**src/rtl/cmp_issue.sv**
```systemverilog
// Compare-request issue stage: FIFO buffering, comparator operand drive,
// result selection with illegal-opcode trap, registered result port.
module cmp_issue #(
  parameter int DEPTH = 4,
  parameter int TAG_W = 4
) (
  input  logic             clk,
  input  logic             rst_n,
  input  logic             flush,
  input  logic             in_valid,
  output logic             in_ready,
  input  logic [31:0]      in_a,
  input  logic [31:0]      in_b,
  input  logic [2:0]       in_op,
  input  logic             in_signed,
  input  logic [TAG_W-1:0] in_tag,
  output logic [31:0]      cmp_a,
  output logic [31:0]      cmp_b,
  output logic [2:0]       cmp_inst,
  input  logic             ucmp_s,
  input  logic             scmp_s,
  output logic             out_valid,
  input  logic             out_ready,
  output logic             out_s,
  output logic             out_err,
  output logic [TAG_W-1:0] out_tag,
  output logic             busy
);

  localparam int AW = $clog2(DEPTH);

  logic [31:0]      a_q   [DEPTH];
  logic [31:0]      b_q   [DEPTH];
  logic [2:0]       op_q  [DEPTH];
  logic             sg_q  [DEPTH];
  logic [TAG_W-1:0] tag_q [DEPTH];

  logic [AW-1:0] wr_q, wr_d;
  logic [AW-1:0] rd_q, rd_d;
  logic [AW:0]   cnt_q, cnt_d;

  logic [31:0] ha_q, hb_q;
  logic [2:0]  hop_q;

  logic             v_q, v_d;
  logic             s_q, s_d;
  logic             err_q, err_d;
  logic [TAG_W-1:0] otag_q, otag_d;

  logic empty, full, push, pop, legal;
  logic [2:0] head_op;

  assign empty    = (cnt_q == '0);
  assign full     = (cnt_q == (AW+1)'(DEPTH));
  assign in_ready = rst_n && !flush && !full;
  assign push     = in_valid && in_ready;
  assign pop      = !empty && (!v_q || out_ready);
  assign head_op  = op_q[rd_q];

  // Comparators keep seeing the last head once the FIFO drains.
  assign cmp_a    = empty ? ha_q  : a_q[rd_q];
  assign cmp_b    = empty ? hb_q  : b_q[rd_q];
  assign cmp_inst = empty ? hop_q : head_op;

  assign legal = (head_op == 3'b110) ||
                 (head_op == 3'b100) ||
                 (head_op == 3'b101);

  assign out_valid = v_q;
  assign out_s     = s_q;
  assign out_err   = err_q;
  assign out_tag   = otag_q;
  assign busy      = !empty || v_q;

  always_comb begin
    wr_d  = wr_q;
    rd_d  = rd_q;
    cnt_d = cnt_q;
    if (flush) begin
      wr_d  = '0;
      rd_d  = '0;
      cnt_d = '0;
    end else begin
      if (push) wr_d = wr_q + AW'(1);
      if (pop)  rd_d = rd_q + AW'(1);
      cnt_d = cnt_q + (AW+1)'(push) - (AW+1)'(pop);
    end
  end

  always_comb begin
    v_d    = v_q;
    s_d    = s_q;
    err_d  = err_q;
    otag_d = otag_q;
    if (flush) begin
      v_d = 1'b0;
    end else if (pop) begin
      v_d    = 1'b1;
      err_d  = !legal;
      s_d    = legal && (sg_q[rd_q] ? scmp_s : ucmp_s);
      otag_d = tag_q[rd_q];
    end else if (v_q && out_ready) begin
      v_d = 1'b0;
    end
  end

  always_ff @(posedge clk) begin
    if (!rst_n) begin
      for (int i = 0; i < DEPTH; i++) begin
        a_q[i]   <= '0;
        b_q[i]   <= '0;
        op_q[i]  <= '0;
        sg_q[i]  <= 1'b0;
        tag_q[i] <= '0;
      end
    end else if (push && !flush) begin
      a_q[wr_q]   <= in_a;
      b_q[wr_q]   <= in_b;
      op_q[wr_q]  <= in_op;
      sg_q[wr_q]  <= in_signed;
      tag_q[wr_q] <= in_tag;
    end
  end

  always_ff @(posedge clk) begin
    if (!rst_n) begin
      wr_q   <= '0;
      rd_q   <= '0;
      cnt_q  <= '0;
      ha_q   <= '0;
      hb_q   <= '0;
      hop_q  <= '0;
      v_q    <= 1'b0;
      s_q    <= 1'b0;
      err_q  <= 1'b0;
      otag_q <= '0;
    end else begin
      wr_q   <= wr_d;
      rd_q   <= rd_d;
      cnt_q  <= cnt_d;
      v_q    <= v_d;
      s_q    <= s_d;
      err_q  <= err_d;
      otag_q <= otag_d;
      if (!empty) begin
        ha_q  <= a_q[rd_q];
        hb_q  <= b_q[rd_q];
        hop_q <= head_op;
      end
    end
  end

endmodule

```
**config.mk**
```make
export PLATFORM = sky130hd
export DESIGN_NAME = cmp_issue
export DESIGN_NICKNAME = d
export VERILOG_FILES = /design/src/rtl/cmp_issue.sv
export SDC_FILE = /design/constraint.sdc
export NUM_CORES = 1
export LEC_CHECK = 0
export ABC_AREA = 1
export CORE_MARGIN = 2
export CORE_UTILIZATION = 61
export DETAILED_ROUTE_END_ITERATION = 8
export PLACE_DENSITY = 0.85
export SYNTH_ARGS = -nofsm -noshare
export SYNTH_HDL_FRONTEND = slang
export SYNTH_SLANG_ARGS = --single-unit
export TNS_END_PERCENT = 20
```
**constraint.sdc**
```tcl
create_clock -name clk -period 4.55 [get_ports clk]
set_input_delay 0.455 -clock clk [delete_from_list [all_inputs] [get_ports clk]]
set_output_delay 0.455 -clock clk [all_outputs]
set_load 0.005 [all_outputs]
```
Word-level counts from Yosys, hierarchy flattened
Memory sizes are Yosys's and may differ from the RTL's. A register that Yosys moved wholly into a read port is not among the register bits.
Index checks and enable logic that the tools add are counted.
{"block": "op_classes", "n_addsub": 4, "eq_ne": 4, "n_mux": 33, "n_bitwise": 2, "reduce_logical": 26}
{"op": "$mux 32", "count": 4}
{"op": "$reduce_or 32->1", "count": 2}
{"op": "$mux 2", "count": 13}
{"op": "$mux 1", "count": 13}
{"op": "$eq 3x3->1 const B", "count": 4}
{"op": "$logic_and 1x1->1", "count": 7}
{"op": "$logic_not 1->1", "count": 6}
{"op": "$mux 3", "count": 2}
{"op": "$add 2x1->2 const B", "count": 2}
{"op": "$logic_or 1x1->1", "count": 4}
{"op": "$mux 4", "count": 1}
{"op": "$reduce_or 4->1", "count": 1}
{"op": "$add 3x1->3", "count": 1}
{"op": "$logic_not 3->1", "count": 1}
{"op": "$reduce_or 3->1", "count": 1}
{"op": "$sub 3x1->3", "count": 1}
{"op": "$not 1->1", "count": 2}
{"op": "$reduce_and 2->1", "count": 1}
{"op": "$reduce_bool 2->1", "count": 1}
{"op": "$reduce_or 2->1", "count": 1}
{"op": "$reduce_or 1->1", "count": 1}
{"block": "totals", "register_bits": 77, "mem_bits_rw": 288, "out_inout_bits": 76, "memories": 5}
{"name": "a_q", "words": 4, "width": 32, "read_ports": 1, "rd_ports_with_merged_regs": 1, "wr": 4, "line": "32", "text": "logic [31:0] a_q [DEPTH];"}
{"name": "b_q", "words": 4, "width": 32, "read_ports": 1, "rd_ports_with_merged_regs": 1, "wr": 4, "line": "33", "text": "logic [31:0] b_q [DEPTH];"}
{"name": "tag_q", "words": 4, "width": 4, "read_ports": 1, "rd_ports_with_merged_regs": 1, "wr": 4, "line": "36", "text": "logic [TAG_W-1:0] tag_q [DEPTH];"}
{"name": "op_q", "words": 4, "width": 3, "read_ports": 1, "rd_ports_with_merged_regs": 1, "wr": 4, "line": "34", "text": "logic [2:0] op_q [DEPTH];"}
{"name": "sg_q", "words": 4, "width": 1, "read_ports": 1, "rd_ports_with_merged_regs": 1, "wr": 4, "line": "35", "text": "logic sg_q [DEPTH];"}

Depth between registers and ports, before layout
Gate-level depths: netlist (run 1).
{"block": "depth", "depth_word": 10, "ltp_mapped": 11, "depth_no_buf": 11}

Worst setup path before layout (run 1)
No wires, ideal clock.
{"block": "synth_timing", "path_kind": "in2reg", "startpoint": "in rst_n", "endpoint": "mem a_q[1][0] (enable)", "setup_time_ns": 0.431, "arrival_time_ns": 2.799, "path_slack_ns": 1.320, "cell_stages": 8, "n_path_buf": 2, "cell_sequence": "inv_2 nor2_4 nand3_2 nor2_2 nand2_1 buf_4 buf_2 nand2_1"}
{"item": "start: declaration", "line": "8", "text": "input logic rst_n,"}
{"item": "end: declaration", "line": "32"}

==> results of run 1 <==
-- synth_stat cells --
library cell | count | area (um2)
nor2_4 | 1 | 11.3
nand3_2 | 1 | 10.0
a21oi_1 | 75 | 375
buf_6 | 15 | 169
nand3b_1 | 1 | 7.51
nand2_2 | 1 | 6.26
inv_1 | 91 | 342
or2_2 | 1 | 6.26
xnor2_1 | 1 | 8.76
nand3_1 | 11 | 55.1
o22ai_1 | 68 | 425
o21ai_0 | 149 | 746
nor2_2 | 1 | 6.26
nand2_1 | 241 | 905
inv_2 | 3 | 11.3
clkinv_1 | 1 | 3.75
xor2_1 | 1 | 8.76
buf_2 | 19 | 95.1
clkbuf_1 | 46 | 173
dfxtp_1 | 86 | 1720
ha_1 | 2 | 25.0
buf_4 | 12 | 90.1
buf_1 | 6 | 22.5
edfxtp_1 | 285 | 8560
fa_1 | 1 | 20.0
nor2_1 | 435 | 1630
-- final cells by class --
class / count / area (um2)
multi-input combinational: 990 / 4310
timing repair buffer: 174 / 1720
inverter: 95 / 359
sequential: 371 / 10300
clock inverter: 18 / 244
clock buffer: 50 / 1070
tap: 330 / 413
fill: 1678 / 6640
-- flip-flops by register name (all words and copies together) (netlist names), 4 cells and up, named ones only --
signal	flops
a_q	128
b_q	128
ha_q	32
hb_q	32
tag_q	16
op_q	12
out_tag	4
sg_q	4
-- logic make-up (layout without fill, tap and decap cells) --
| family | count (synthesis) | in the layout |
|---|---|---|
| AOI/OAI and AO/OA | 292 | 292 |
| xor gates and xnor gates | 2 | 2 |
| adders and majority gates | 3 | 3 |
| DFF | 371 | 371 |
| and+or+nand+nor | 693 | 693 |
| buffers and inverters | 193 | 337 |
-- metal layers --
layer,global-route usage,share of wire,vias to the layer above
li1,-,-,5420
met5,0,0,-
met4,0.150,0.044,0
met3,0.0452,0.092,120
met1,0.353,0.37,5462
met2,0.486,0.50,646
-- final timing paths --
kind / end / slack (ns) / from
max: cmp_a[2] / 0.79 / flop
min: ha_q[25]$_SDFF_PN0_ / 0.47 / ha_q[25]$_SDFF_PN0_
max reg2reg: cnt_q[2]$_SDFF_PP0_ / 1.62 / cnt_q[1]$_SDFF_PP0_
min reg2reg: ha_q[25]$_SDFF_PN0_ / 0.47 / ha_q[25]$_SDFF_PN0_
-- metrics by stage --
stage	utilization	total power, uW	setup slack (ns)
after floorplan	-	6020	1.32
after global placement	0.683	7470	1.26
after detailed placement	0.683	7580	1.19
after CTS	0.735	10800	0.862
after global routing	0.735	11300	0.652
final	0.735	10800	0.790
-- worst max-delay path, stage by stage (launching register included) --
cell and delay, ns:
dfxtp_4 0.42, buf_4 0.93, o21ai_0 0.29, o22ai_1 0.22
nand2_1 0.13, nand2_1 0.13, clkdlybuf4s50_1 0.52
-- power groups by stage --
stage / Clock (uW) / Sequential [uW] / Combinational (uW)
4_1_cts: 3250 / 4190 / 3350
2_1_floorplan: 0 / 4220 / 1790
3_3_place_gp: 0 / 4240 / 3230
6_report: 3250 / 4190 / 3350
5_1_grt: 3390 / 4230 / 3670
3_5_place_dp: 0 / 4260 / 3320
==> flow_summary_export.csv, run 1 <==
group,metric,value,unit
status,status,"finished, final reports clean",
global_route,grt_pass1_wl,58.6,mm
final_layout,syn_to_final_growth,19.2,%
die,start_util,0.616,
logic_synthesis,synthMuxAreaShare,0,
die,die_w,163,um
setup_path,path_class,"reg2out",
drt,drc,0,
min_path,hold_class,"reg2reg",
logic_synthesis,syn_nets,1636,
sta,skew,0.0134,ns
global_route,overflow,0,
die,fp.dieH,163,um
drt,wl_per_cell,18.4,um
logic_synthesis,synthAdderAreaFrac,0.00292,
logic_synthesis,synth_cells,1554,
flow_run,cap_violations,0,
logic_synthesis,ys_seq_elements,371,
clock_network,cts-htree-levels,2,
final_layout,layout_commonest_cell,"nor2_1",
clock_network,clk_pin_slew_worst_paths,0.06,ns
global_route,grt_max_degree,129,
clock_network,clk_latency,0.52,ns
sta,hold_violations,0,
logic_synthesis,yosysUniqueCellTypes,26,
final_layout,nNetsFinal,1751,
power_and_ir_drop,p_per_area,587,nW/um2
setup_path,critPathLaunchType,"flop",
sta,max_freq,266,MHz
drt,ant_nets,0,
setup_path,cp_max_fo,128,
clock_network,postCtsHoldBufs,0,
clock_network,cts_buffers,37,
logic_synthesis,synth-compound-area-share,0.100,
setup_path,ff2ff_path_depth,12,
global_route,grt_pass1_vias,11760,
global_route,grt_use_total,0.285,
logic_synthesis,synthSimpleGateAreaFrac,0.171,
clock_network,cts_buffer_depth,3,
final_layout,design_area,18400,um2
min_path,min_path_cells,2,
logic_synthesis,synthesis.area,15400,um2
placed_design,dp_cells,1960,
drt,drt_iter0_drc,1183,
clock_network,post_cts_buffers,0,
logic_synthesis,synth_top_family_by_area,"simple AND/OR/NAND/NOR gates",
global_route,antenna_found_initial,0,
sta,timing.slew.headroom,0.124,
placed_design,dpl_cell_area,17100,um2
die,boundaryPins,155,
logic_synthesis,synth_warnings,0,
power_and_ir_drop,leakage,0.00753,uW
power_and_ir_drop,vdd_ir_drop_max,0.000699,V
setup_path,critPathCaptureType,"output port",
final_layout,final_cell_mix,"435 x nor2_1, 285 x edfxtp_1, 234 x nand2_1",
sta,min_period_over_period,0.826,
drt,totalWireLength,37.3,mm
die,dieArea,26600,um2
final_layout,drive_gt1_frac,0.0559,
setup_path,cp_data_arrival_time,3.30,ns
sta,rsz0062_at_grt,"no",
drt,drtPass1Iterations,5,
sta,report.final.slew_viol_count,0,
placed_design,dp_hpwl,20.4,mm
die,coreArea,25000,um2
clock_network,post_cts_resized,0,
logic_synthesis,synth-xor-area-share,0.00113,
clock_network,cts_root_buffer,"clkbuf_16",
drt,vias,11648,
power_and_ir_drop,seqPwrFrac,0.389,
power_and_ir_drop,p_int,7460,uW
clock_network,cts.sinks,371,
sta,fin_crit,3.76,ns
power_and_ir_drop,power_frac_clock,0.301,
sta,worst_slew_pin_slew,1.31,ns
sta,finalSetupViolations,0,
setup_path,required,4.09,ns
placed_design,routabilityCongestion,0.812,
power_and_ir_drop,swShare,0.309,
drt,via_per_inst,5.74,
sta,final.setup.tns,0,ns
clock_network,cts_tree,"done",
power_and_ir_drop,power.net_switching,3330,uW
final_layout,diodes,0,
sta,whs,0.470,ns
power_and_ir_drop,comb_power_share,0.311,
logic_synthesis,syn_area_per_cell,9.93,um2
final_layout,layout.cells.non_filler,2028,
placed_design,io_buffers,154,
logic_synthesis,yosysSeqAreaShare,0.666,
die,row_count,58,
Power figures use the tool's default switching activity.
==> run 2, diff against run 1 <==
- CORE_UTILIZATION: 61 -> 57
- PLACE_DENSITY: 0.85 -> 0.8
- clock period: 4.55 -> 3.7 ns (I/O delays scaled with it)
==> run 2 against run 1 <==
  * Wire length grew 1.2%
  * Combinational power grew 24%
  * Clock-buffer cell count shrank 3
  * Sequential share of layout area is essentially flat
  * Cell count grew 0.89%
  * Via count shrank 0.40%
  * Worst setup slack lost 0.47 ns
  * Power grew 21%
  * Core utilization shrank 4.8 points
  * Critical path depth grew 1
  * Flip-flop and latch count is the same
  * Critical path type unchanged
  * Largest power group unchanged
==> flow_summary_export.csv, run 2 (synthesized netlist as in run 1, its figures left out) <==
group,metric,value,unit
setup_path,crit_path_max_incr_delay,0.51,ns
setup_path,cp_data_arrival_time,3.01,ns
die,start_util,0.576,
clock_network,cts-htree-levels,2,
final_layout,final_cell_mix,"435 x nor2_1, 285 x edfxtp_1, 234 x nand2_1",
sta,worst_slew_pin_slew,1.01,ns
min_path,hold_class,"reg2reg",
sta,fin_crit,3.38,ns
clock_network,cts_root_buffer,"clkbuf_16",
setup_path,worstReg2RegStart,"cnt_q[1]$_SDFF_PP0_",
setup_path,critPathLaunchType,"flop",
drt,via_per_inst,5.67,
global_route,grt_use_total,0.264,
clock_network,postCtsHoldBufs,0,
drt,wl_met3,3.22,mm
setup_path,path_cells,"inv_4 > buf_4 > o21ai_0 > o22ai_1 > nand2_1 > nand2_1 > clkdlybuf4s50_1",
final_layout,layout_commonest_cell,"nor2_1",
setup_path,crit_top_cell,"nand2_1",
sta,max_freq,296,MHz
power_and_ir_drop,vdd_ir_drop_max,0.000690,V
setup_path,critPathCapture,"cmp_a[10]",
final_layout,nNetsFinal,1755,
placed_design,dpl_cell_area,17200,um2
sta,skew,0.0264,ns
drt,drt_iter0_drc,1132,
clock_network,cts_buffers,38,
die,die_w,169,um
setup_path,required,3.33,ns
final_layout,design_area,18400,um2
power_and_ir_drop,leakage,0.00754,uW
final_layout,reg_top3,"a_q x128, b_q x128",
sta,rsz0062_at_grt,"no",
setup_path,path_class,"reg2out",
drt,ant_nets,0,
clock_network,clk_latency,0.54,ns
status,status,"finished, final reports clean",
sta,finalSetupViolations,0,
clock_network,clk_pin_slew_worst_paths,0.06,ns
sta,final.setup.tns,0,ns
die,fp.dieH,169,um
sta,finalWorstSetupSlack,0.323,ns
sta,hold_violations,0,
placed_design,dp_hpwl,20.7,mm
clock_network,cts.sinks,371,
drt,vias,11601,
clock_network,cts_buffer_depth,3,
die,boundaryPins,155,
sta,timing.slew.headroom,0.327,
setup_path,cp_max_fo,59,
sta,min_period_over_period,0.913,
drt,wl_per_cell,18.4,um
global_route,grt_max_degree,75,
placed_design,io_buffers,154,
die,coreArea,26800,um2
flow_run,cap_violations,0,
setup_path,timing.rr.end,"b_q[2][24]$_SDFFCE_PN0P_",
global_route,overflow,0,
setup_path,critPathCaptureType,"output port",
die,row_count,60,
min_path,min_path_cells,2,
drt,totalWireLength,37.7,mm
final_layout,syn_to_final_growth,19.2,%
drt,drtPass1Iterations,7,
drt,top_layer_used,"met4",
clock_network,cts_tree,"done",
setup_path,reg2reg_slack,1.23,ns
placed_design,dp_worst_setup_slack,0.657,ns
final_layout,drive_gt1_frac,0.0587,
setup_path,ff2ff_path_depth,7,
setup_path,crit_path_top_delay_cell,"inv_4",
placed_design,routabilityCongestion,0.803,
drt,drc,0,
die,dieArea,28400,um2
power_and_ir_drop,p_per_area,710,nW/um2
global_route,antenna_found_initial,1,
drt,met1Wirelength,14.8,mm
global_route,grt_pass1_vias,11501,
drt,met2_length,18.6,mm
global_route,grt_pass1_wl,59.1,mm
sta,report.final.slew_viol_count,0,
[run 2: cell count changes in the layout (fill, tap and decap cells not counted), moves of 3 or more]
cell / delta
bufinv_16: -3
buf_12: +5
clkbuf_8: -3
clkinv_2: +8
[run 2: per-layer routing]
metal | track usage | vias to the layer above
li1 | - | 5428
met1 | 0.339 | 5532
met2 | 0.455 | 561
met3 | 0.0409 | 80
met4 | 0.0986 | 0
met5 | 0 | -
[run 2: how the worst min path moves through the flow]
stage | startpoint | endpoint | slack (ns)
2_1_floorplan | ha_q[23]$_SDFF_PN0_ | ha_q[23]$_SDFF_PN0_ | 0.45
3_3_place_gp | hop_q[1]$_SDFF_PN0_ | hop_q[1]$_SDFF_PN0_ | 0.46
3_5_place_dp | hb_q[27]$_SDFF_PN0_ | hb_q[27]$_SDFF_PN0_ | 0.46
4_1_cts | hb_q[27]$_SDFF_PN0_ | hb_q[27]$_SDFF_PN0_ | 0.47
5_1_grt | hb_q[11]$_SDFF_PN0_ | hb_q[11]$_SDFF_PN0_ | 0.49
6_report | hb_q[0]$_SDFF_PN0_ | hb_q[0]$_SDFF_PN0_ | 0.47
[run 2: through the flow]
step	util	instances	total power, uW	hold WS (ns)
6_report	0.687	2046	13100	0.471
5_1_grt	0.687	2044	13700	0.487
4_1_cts	0.686	2043	13100	0.473
3_5_place_dp	0.641	1973	9350	0.464
3_3_place_gp	0.641	1973	9240	0.459
2_1_floorplan	-	1554	7400	0.451
[run 2: cell type report]
| class | instances | area (um2) |
|---|---|---|
| clock buffers | 47 | 1000 |
| inverters | 95 | 359 |
| repair buffers | 177 | 1800 |
| diodes | 2 | 5.00 |
| multi-input cells | 990 | 4310 |
| flip-flops and latches | 371 | 10300 |
| clock inverters | 23 | 208 |
| fillers | 1961 | 8400 |
| well taps | 341 | 427 |
[run 2: power breakdown]
| group | switching [uW] | internal [uW] | leakage [uW] |
|---|---|---|---|
| sequential | 195 | 4990 | 0.00365 |
| combinational | 2370 | 1780 | 0.00328 |
| clock | 1580 | 2160 | 0.000607 |
| total | 4140 | 8930 | 0.00754 |
[run 2: timing repair]
| item | in CTS | in global routing |
|---|---|---|
| setup endpoints to repair | 0 | 1 |
| gates resized for setup | 0 | 0 |
| buffers inserted | 0 | 1 |
[run 2: worst max-delay path, delay by kind of cell, from the launching register on]
family,cells,cell delay [ns]
buffers and inverters,3,1.42
DFF,1,0.48
AOI/OAI and AO/OA,2,0.33
and+or+nand+nor,2,0.21
==> run 3, diff against run 2 <==
- CORE_ASPECT_RATIO: not set -> 0.7
==> run 3 against run 2 <==
  * Power is 0.37% higher
  * Clock skew is 0.012 ns lower
  * Non-clock buffer count is 2 higher
  * Cell count is 0.78% higher
  * Sequential share of layout area is 0.11 points lower
  * Clock power is 2% higher
  * Clock-buffer cell count stayed put
  * Largest cell class unchanged
  * Highest routed layer unchanged
==> flow_summary_export.csv, run 3 (synthesized netlist as in run 1, its figures left out) <==
group,metric,value,unit
status,status,"finished, final reports clean",
setup_path,cp_data_arrival_time,2.97,ns
clock_network,cts-htree-levels,2,
setup_path,crit_path_top_delay_cell,"inv_2",
global_route,antenna_found_initial,0,
sta,rsz0062_at_grt,"no",
final_layout,nNetsFinal,1754,
setup_path,ff2ff_path_depth,11,
power_and_ir_drop,comb_power_share,0.315,
sta,min_period_over_period,0.902,
setup_path,path_class,"reg2out",
clock_network,cts_buffer_depth,3,
clock_network,clk_latency,0.52,ns
sta,finalSetupViolations,0,
sta,max_freq,300,MHz
final_layout,reg_top3,"a_q x128, b_q x128",
die,dieArea,28400,um2
clock_network,post_cts_buffers,0,
die,fp.dieH,142,um
power_and_ir_drop,p_per_area,711,nW/um2
final_layout,final_cell_mix,"435 x nor2_1, 285 x edfxtp_1, 234 x nand2_1",
drt,met1Wirelength,15.2,mm
setup_path,path_cells,"nor2_1 > nand2_4 > inv_2 > buf_12 > nand2_1 > nand2_1 > clkdlybuf4s50_1",
final_layout,diodes,0,
placed_design,dp_hpwl,21.6,mm
drt,drc,0,
sta,fin_crit,3.34,ns
drt,drtPass1Iterations,5,
die,boundaryPins,155,
clock_network,clk_pin_slew_worst_paths,0.06,ns
drt,via_per_inst,5.59,
sta,timing.slew.headroom,0.332,
setup_path,path_buf_inv,3,
setup_path,critPathLaunchType,"flop",
power_and_ir_drop,p_int,9060,uW
placed_design,dpl_cell_area,17200,um2
drt,wl_met3,3.06,mm
drt,totalWireLength,37.5,mm
final_layout,design_area,18400,um2
power_and_ir_drop,vdd_ir_drop_max,0.000469,V
final_layout,fillCellCount,1964,
setup_path,worst-path-stages,7,
clock_network,cts_tree,"done",
power_and_ir_drop,power.net_switching,4060,uW
die,row_count,50,
flow_run,cap_violations,0,
clock_network,cts_buffers,35,
drt,drt_iter0_drc,923,
min_path,min_path_cells,2,
final_layout,drive_gt1_frac,0.0559,
die,start_util,0.579,
die,die_w,201,um
clock_network,postCtsHoldBufs,0,
global_route,overflow,0,
sta,final.setup.tns,0,ns
global_route,grt_pass1_vias,11559,
placed_design,routabilityCongestion,0.777,
setup_path,cp_max_fo,32,
setup_path,critPathTopFamily,"buffers and inverters",
setup_path,critPathCaptureType,"output port",
drt,met2_length,18.0,mm
clock_network,post_cts_resized,0,
sta,skew,0.0148,ns
min_path,hold_class,"reg2reg",
sta,report.final.slew_viol_count,0,
drt,wl_per_cell,18.2,um
setup_path,required,3.33,ns
sta,hold_violations,0,
drt,top_layer_used,"met4",
global_route,grt_pass1_wl,59.7,mm
global_route,grt_use_total,0.268,
power_and_ir_drop,seqPwrFrac,0.396,
setup_path,crit_path_max_incr_delay,0.52,ns
placed_design,io_buffers,154,
sta,worst_slew_pin_slew,1.00,ns
global_route,grt_max_degree,75,
power_and_ir_drop,power_frac_clock,0.289,
final_layout,syn_to_final_growth,19.5,%
clock_network,cts.sinks,371,
clock_network,cts_root_buffer,"clkbuf_16",
power_and_ir_drop,swShare,0.309,
die,coreArea,26700,um2
setup_path,crit_top_cell,"nand2_1",
drt,vias,11521,
final_layout,layout_commonest_cell,"nor2_1",
drt,ant_nets,0,
power_and_ir_drop,leakage,0.00753,uW
[run 3: changes by cell type in the layout (fill, tap and decap cells not counted)]
cell	change
clkbuf_16	-1
clkinv_4	+1
clkinv_2	-7
clkinv_1	-2
bufinv_16	+3
buf_4	+2
diode_2	-2
inv_6	-3
clkbuf_8	-1
clkinvlp_4	+2
clkinv_8	-1
clkbuf_1	+2
[run 3: metrics by stage]
| stage | util | std cells | hold WS [ns] | setup WS, ns | total power, uW |
|---|---|---|---|---|---|
| after global placement | 0.647 | 1999 | 0.458 | 0.728 | 9280 |
| after CTS | 0.692 | 2062 | 0.473 | 0.354 | 13200 |
| after global routing | 0.692 | 2062 | 0.485 | 0.163 | 13800 |
| after detailed placement | 0.647 | 1999 | 0.463 | 0.743 | 9370 |
| after floorplan | - | 1554 | 0.451 | 0.555 | 7400 |
| final | 0.692 | 2062 | 0.471 | 0.361 | 13100 |
[run 3: path summary, 6_finish.rpt]
check	from	endpoint	slack, ns
max	cnt_q[1]$_SDFF_PP0_	cmp_a[0]	0.36
min	hb_q[4]$_SDFF_PN0_	hb_q[4]$_SDFF_PN0_	0.47
max reg2reg	cnt_q[1]$_SDFF_PP0_	cnt_q[2]$_SDFF_PP0_	1.05
min reg2reg	hb_q[4]$_SDFF_PN0_	hb_q[4]$_SDFF_PN0_	0.47
[run 3: power groups by stage]
stage	Sequential, uW	Combinational (uW)	Clock, uW
2_1_floorplan	5190	2210	0
3_3_place_gp	5260	4020	0
3_5_place_dp	5280	4090	0
4_1_cts	5200	4140	3830
5_1_grt	5240	4550	3970
6_report	5200	4130	3790
[run 3: cell type report]
class | instances | area, um2 | area share
flip-flops and latches | 371 | 10300 | 0.558
well taps | 364 | 455 | 0.0247
clock buffers | 47 | 973 | 0.0528
clock inverters | 16 | 236 | 0.0128
inverters | 95 | 359 | 0.0195
multi-input cells | 990 | 4310 | 0.234
repair buffers | 179 | 1820 | 0.0985
[run 3: worst reg2reg max path, stage by stage, from the launching register on]
cell,delay [ns]
dfxtp_1,0.34
nor2_1,0.29
nand2_4,0.30
nand2_1,0.20
inv_1,0.08
ha_1,0.28
inv_1,0.04
ha_1,0.19
fa_1,0.41
xnor2_1,0.21
xor2_1,0.17
nor2_1,0.05
[run 3: layer usage]
layer | vias up | global-route usage
met5 | - | 0
met4 | 0 | 0.107
met3 | 86 | 0.0425
met2 | 501 | 0.454
met1 | 5519 | 0.353
li1 | 5415 | -
